--- config.mk ---
export PLATFORM = sky130hd
export DESIGN_NAME = id_stage_p
export DESIGN_NICKNAME = d
export VERILOG_FILES = /design/src/rtl/id_stage_p.sv
export SDC_FILE = /design/constraint.sdc
export NUM_CORES = 2
export LEC_CHECK = 0
export BUFFER_PORTS_ARGS = -buffer_cell sky130_fd_sc_hd__buf_2
export CAP_MARGIN = 5
export CORE_MARGIN = 2
export CORE_UTILIZATION = 60
export CTS_CLUSTER_DIAMETER = 150
export DETAILED_ROUTE_END_ITERATION = 7
export PLACE_DENSITY_LB_ADDON = 0.12
export SLEW_MARGIN = 20
export SYNTH_ARGS = -nofsm -noshare
export SYNTH_HDL_FRONTEND = slang
export SYNTH_SLANG_ARGS = --single-unit
export TNS_END_PERCENT = 20
--- constraint.sdc ---
create_clock -name clk -period 3.4 [get_ports clk]
set_input_delay 0.68 -clock clk [delete_from_list [all_inputs] [get_ports clk]]
set_output_delay 0.68 -clock clk [all_outputs]
set_load 0.1 [all_outputs]
--- src/rtl/id_stage_p.sv ---
// id_stage_p: parametrised decode stage feeding the ID/EX boundary.
// Decodes the instruction, sign-extends the immediate, reads two operands
// from an internal register file, and registers everything into the ID/EX
// slot. It handles load-use stalls with bubble insertion, branch flushes,
// and a hard-wired zero register.
// Optional: define ID_WB_BYPASS_EN to make the register-file read ports
// write-through, so a same-cycle write-back value is forwarded.
module id_stage_p #(
   parameter int XLEN   = 32,
   parameter int REG_AW = 5,
   parameter int IMM_W  = 16
) (
   input  logic              clk,
   input  logic              rst_n,
   input  logic [31:0]       instr_in,
   input  logic [XLEN-1:0]   pc_in,
   input  logic              valid_in,
   input  logic              flush,
   input  logic              wb_en,
   input  logic [REG_AW-1:0] wb_addr,
   input  logic [XLEN-1:0]   wb_data,
   output logic              stall_out,
   output logic              valid_out,
   output logic [31:0]       instr_out,
   output logic [XLEN-1:0]   pc_out,
   output logic [5:0]        opcode_out,
   output logic [XLEN-1:0]   imm_out,
   output logic [XLEN-1:0]   val_rs_out,
   output logic [XLEN-1:0]   val_rt_out,
   output logic [REG_AW-1:0] rwd_out
);

   // Opcode encodings shared with the rest of the pipeline (def.v values).
   localparam logic [5:0] OP_SDW  = 6'b101011;
   localparam logic [5:0] OP_BEQ  = 6'b000100;
   localparam logic [5:0] OP_LDW  = 6'b100011;
   localparam logic [5:0] OP_JUMP = 6'b000010;
   localparam int         NREG    = 1 << REG_AW;

   logic [XLEN-1:0]   rf_q [NREG];

   logic              valid_q;
   logic [31:0]       instr_q;
   logic [XLEN-1:0]   pc_q;
   logic [5:0]        opc_q;
   logic [XLEN-1:0]   imm_q;
   logic [XLEN-1:0]   rs_q;
   logic [XLEN-1:0]   rt_q;
   logic [REG_AW-1:0] rwd_q;

   logic [5:0]        opc_d;
   logic              is_mem_br;
   logic              no_dst;
   logic [REG_AW-1:0] src_a, src_b, dst_d;
   logic [XLEN-1:0]   imm_d;
   logic [XLEN-1:0]   rs_d, rt_d;
   logic              hz;
   logic              bubble;

   // Field decode: store/branch/load take operand B from the rt field.
   always_comb begin
      opc_d     = instr_in[31:26];
      is_mem_br = (opc_d == OP_SDW) || (opc_d == OP_BEQ) || (opc_d == OP_LDW);
      no_dst    = (opc_d == OP_SDW) || (opc_d == OP_BEQ) || (opc_d == OP_JUMP);
      src_a     = REG_AW'(instr_in[20:16]);
      src_b     = is_mem_br ? REG_AW'(instr_in[25:21]) : REG_AW'(instr_in[15:11]);
      dst_d     = no_dst ? '0 : REG_AW'(instr_in[25:21]);
      imm_d     = XLEN'($signed(instr_in[IMM_W-1:0]));
   end

   // Operand read; r0 is hard-wired to zero.
   always_comb begin
      rs_d = (src_a == '0) ? '0 : rf_q[src_a];
      rt_d = (src_b == '0) ? '0 : rf_q[src_b];
`ifdef ID_WB_BYPASS_EN
      if (wb_en && (wb_addr != '0) && (wb_addr == src_a)) rs_d = wb_data;
      if (wb_en && (wb_addr != '0) && (wb_addr == src_b)) rt_d = wb_data;
`endif
   end

   // Load-use hazard against the load sitting in ID/EX; jumps read nothing.
   always_comb begin
      hz = valid_in && valid_q && (opc_q == OP_LDW) && (rwd_q != '0) &&
           ((rwd_q == src_a) || (rwd_q == src_b)) && (opc_d != OP_JUMP);
      bubble    = flush || hz || !valid_in;
      stall_out = hz && !flush;
   end

   // Register file write port; r0 writes are dropped.
   always_ff @(posedge clk or negedge rst_n) begin
      if (!rst_n) begin
         for (int i = 0; i < NREG; i++) rf_q[i] <= '0;
      end else if (wb_en && (wb_addr != '0)) begin
         rf_q[wb_addr] <= wb_data;
      end
   end

   // ID/EX boundary: a bubble zeroes the whole slot.
   always_ff @(posedge clk or negedge rst_n) begin
      if (!rst_n) begin
         valid_q <= 1'b0;
         instr_q <= '0;
         pc_q    <= '0;
         opc_q   <= '0;
         imm_q   <= '0;
         rs_q    <= '0;
         rt_q    <= '0;
         rwd_q   <= '0;
      end else if (bubble) begin
         valid_q <= 1'b0;
         instr_q <= '0;
         pc_q    <= '0;
         opc_q   <= '0;
         imm_q   <= '0;
         rs_q    <= '0;
         rt_q    <= '0;
         rwd_q   <= '0;
      end else begin
         valid_q <= 1'b1;
         instr_q <= instr_in;
         pc_q    <= pc_in;
         opc_q   <= opc_d;
         imm_q   <= imm_d;
         rs_q    <= rs_d;
         rt_q    <= rt_d;
         rwd_q   <= dst_d;
      end
   end

   assign valid_out  = valid_q;
   assign instr_out  = instr_q;
   assign pc_out     = pc_q;
   assign opcode_out = opc_q;
   assign imm_out    = imm_q;
   assign val_rs_out = rs_q;
   assign val_rt_out = rt_q;
   assign rwd_out    = rwd_q;

endmodule
==> run summary <==
The run finished with clean final reports. After filler insertion, the fill cell instance count of the layout stands at 6,669. The worst setup path is of the register to output port kind. The number of violations reported at the end of detailed-routing iteration 0 came out at 4,717.

The buffer count from post-CTS setup fixing is 0. The ratio of total power to cell area is 597 nW/um^2. The half-perimeter wire length of the detailed placement result came out at 104,000 um.

In the post-synthesis netlist, the cell with the most instances is sky130_fd_sc_hd__dfrtp_1. At the end of routability-driven placement, the weighted congestion stood at 0.829. The post-synthesis cell count came out at 4,129.

The count of synthesis-stage warnings from yosys is 0. The number of hold-slack violations in the final timing report is 0. Pin placement for this block handled 279 I/O pins.

The global-route wire length before repair is 268,000 um. Port buffering added 278 buffers. The post-placement worst setup slack is 16.0 ps. The transition time of the tightest slew-check pin is 1030 ps.

The data required time of the critical path came out at 2720 ps. Ranked by instance count, the synthesized netlist is headed by sky130_fd_sc_hd__dfrtp_1 (1,158), sky130_fd_sc_hd__mux2_2 (993), sky130_fd_sc_hd__mux4_2 (448), sky130_fd_sc_hd__nand2_1 (402), sky130_fd_sc_hd__clkbuf_1 (332). The post-route worst setup slack came out at 60.3 ps. Counting every sink on the clock net gives around 1,200. The utilization after layout is 68.9%. The number of iterations in the first detailed-routing pass came out at 5.

The horizontal die dimension came out at between 300 and 400 um. Registers take 29,000 um^2. The netlist area before placement is between 50,000 and 60,000 um^2.

The most instantiated flip-flop cell in the synthesis netlist is sky130_fd_sc_hd__dfrtp_1. The total core area is ~97,000 um^2. The kind of launch point of the worst setup path is a register. The count of nets left with antenna violations once routing finished came out at 0.

The worst slew margin relative to its limit came out at 31.2%. The detail-routed via count per cell came out at approximately 7.0. The register bit total from synthesis came out at about 1,200.

By area the synthesized netlist is led by sky130_fd_sc_hd__dfrtp_1 (50%), sky130_fd_sc_hd__mux2_2 (19%), sky130_fd_sc_hd__mux4_2 (17%). The share of synthesized area occupied by flip-flops and latches is a little under 50%. STA classifies the critical path endpoint as an output port. Dividing the detail-routed wire length by the instance count gives 32.4 um. The buffer depth of the longest clock path is 3.

The number of pins with negative max-slew slack in the final report was 0. The DRC violation count after routing came out at 0. The net count after synthesis came out at 4,235. The number of setup violations in the final report is 0. The worst path arrival time came out at between 2000 and 3000 ps.

The distinct cell type count after synthesis is 44. After routing, the total negative slack on setup checks comes to 0 ps. The net count of the finished layout is between 4,000 and 5,000.

The number of H-tree levels came out at 3. The static leakage came out at 0.0295 uW. The clock root buffer is sky130_fd_sc_hd__clkbuf_16.

The pin count of the biggest net entering global routing is 108. The die is 316 um tall. The post-route minimum period came out at about 3300 ps. Relative to the synthesized area, the layout overhead comes to 13.9%. The number of enable flip-flop cells after synthesis is 0. The number of antenna violations at the first check in global routing came to 18. For this run, the top clock speed supported by timing is 0.299 GHz.

The total global routing overflow is 0. The total area of multi-input combinational cells came out at 27,700 um^2. The number of max-capacitance violations reported is 0.

Counting the buffers created by CTS gives around 120. The clock insertion delay at the later pin of the skew report is 720 ps. The peak supply drop is roughly 440 uV. The initial standard-cell utilization of the core came out at between 60% and 70%. Row generation in the floorplan step produced 114 rows. Along the worst path, the maximum fanout reaches 3. The aggregate routed wire length is 183,000 um. Setup repair after global routing left no endpoint under its margin.

The fraction of registers with async set or reset after synthesis is 100%. The tightest min-delay check is of the primary input to register type. A synthesized cell averages 14.2 um^2.

The share of post-route cells with drive strength above 1 came out at 50.3%. The floorplan die area came out at 100,000 um^2. Clock-pin slew was measured on the worst setup and hold paths at 70 ps. The via count of the first global-routing pass came to 39,566. The all-layer global routing usage came out at 37.1%. The CTS tree is built. After layout, the worst path uses between 90% and 100% of the clock period. The proportion of netlist area held by the largest area contributor is 49.5%.

The number of vias in the routed layout came out at between 30,000 and 40,000. The largest total area in the synthesized netlist belongs to sky130_fd_sc_hd__dfrtp_1. The maximum clock skew at final layout came out at 34.2 ps.
cell families (layout without fill, tap and decap cells):
group                  after synthesis  count (layout)  synth area share [%]
XOR/XNOR                            11              11                 0.165
AO/OA/AOI/OAI                      297             297                  3.87
multiplexers                      1542            1542                  38.1
other                                0               2                     0
buffers and inverters              494             721                  3.60
flip-flops                        1158            1158                  49.5
AND/OR/NAND/NOR                    627             627                  4.74
area by class of cell:
| type | instances | share of cell area, % |
|---|---|---|
| inverters | 2 | 0.0113 |
| clock inverters | 39 | 0.714 |
| clock buffers | 173 | 5.32 |
| diodes | 2 | 0.00751 |
| flip-flops and latches | 1158 | 43.5 |
| well taps | 1276 | 2.40 |
| repair buffers | 507 | 6.45 |
| multi-input cells | 2477 | 41.6 |
cells in the final DEF (no fill, tap or decap), types with 65 or more instances in the layout:
cell type,n
sky130_fd_sc_hd__a31oi_1,128
sky130_fd_sc_hd__nand3_1,65
sky130_fd_sc_hd__mux2i_1,97
sky130_fd_sc_hd__buf_12,92
sky130_fd_sc_hd__mux2_2,992
sky130_fd_sc_hd__nand2_1,390
sky130_fd_sc_hd__buf_2,271
sky130_fd_sc_hd__dfrtp_1,1158
sky130_fd_sc_hd__buf_4,140
sky130_fd_sc_hd__mux4_2,448
sky130_fd_sc_hd__and2_1,68
sky130_fd_sc_hd__clkbuf_16,123
routing by layer:
layer / GRT usage (%) / part of all wire, %
met2: 55.4 / 45
met5: 0 / 0.075
met3: 11.0 / 12
met1: 53.0 / 40
met4: 11.9 / 3.3
through the flow:
stage | instance area, um^2 | power [uW] | instances | hold WS, ps
after floorplan | 58500 | 23800 | 4129 | 384
after global routing | 66600 | 41300 | 5633 | 162
after CTS | 66600 | 39800 | 5632 | 135
after global placement | 62600 | 26100 | 5419 | 384
final | 66600 | 39800 | 5634 | 164
after detailed placement | 62600 | 26400 | 5419 | 385
worst max-delay path: stages (launching register included):
cell                       delay [ps]
sky130_fd_sc_hd__dfrtp_1          410
sky130_fd_sc_hd__nand4b_1         180
sky130_fd_sc_hd__or4_1            500
sky130_fd_sc_hd__a211oi_1         380
sky130_fd_sc_hd__nor3b_4          290
sky130_fd_sc_hd__buf_12           200
where the power goes:
part           switching [uW]  internal (uW)
Combinational            3780           4480
Clock                    5650           7820
Sequential               1880          16200
Total                   11300          28500
what timing repair did:
item,in CTS,in global routing
endpoints found under the setup margin,0,1
gates resized for setup,0,1
hold buffers,1,0
hold endpoints to repair,59,0
final timing paths:
path | start | to | slack [ps] | cells past startpoint
worst max register to register | opcode_out[4] | val_rs_out[27] | 680 | 8
min in group asynchronous | rst_n | pc_out[13] | 530 | 2
worst min-delay path | pc_in[27] | pc_out[27] | 160 | 2
max in group asynchronous | rst_n | rf_q[333] | 1800 | 3
worst min register to register | rf_q[1017] | rf_q[1017] | 400 | 0
worst max-delay path | opcode_out[4] | stall_out | 60 | 5
state kept, by name, indices dropped and copies added, names as in the netlist:
signal      flops
valid_out       1
instr_out      11
opcode_out      5
rwd_out         5
pc_out         32
imm_out        16
rf_q         1024
val_rt_out     32
val_rs_out     32
Note: power is estimated with default switching activity, not from simulation.
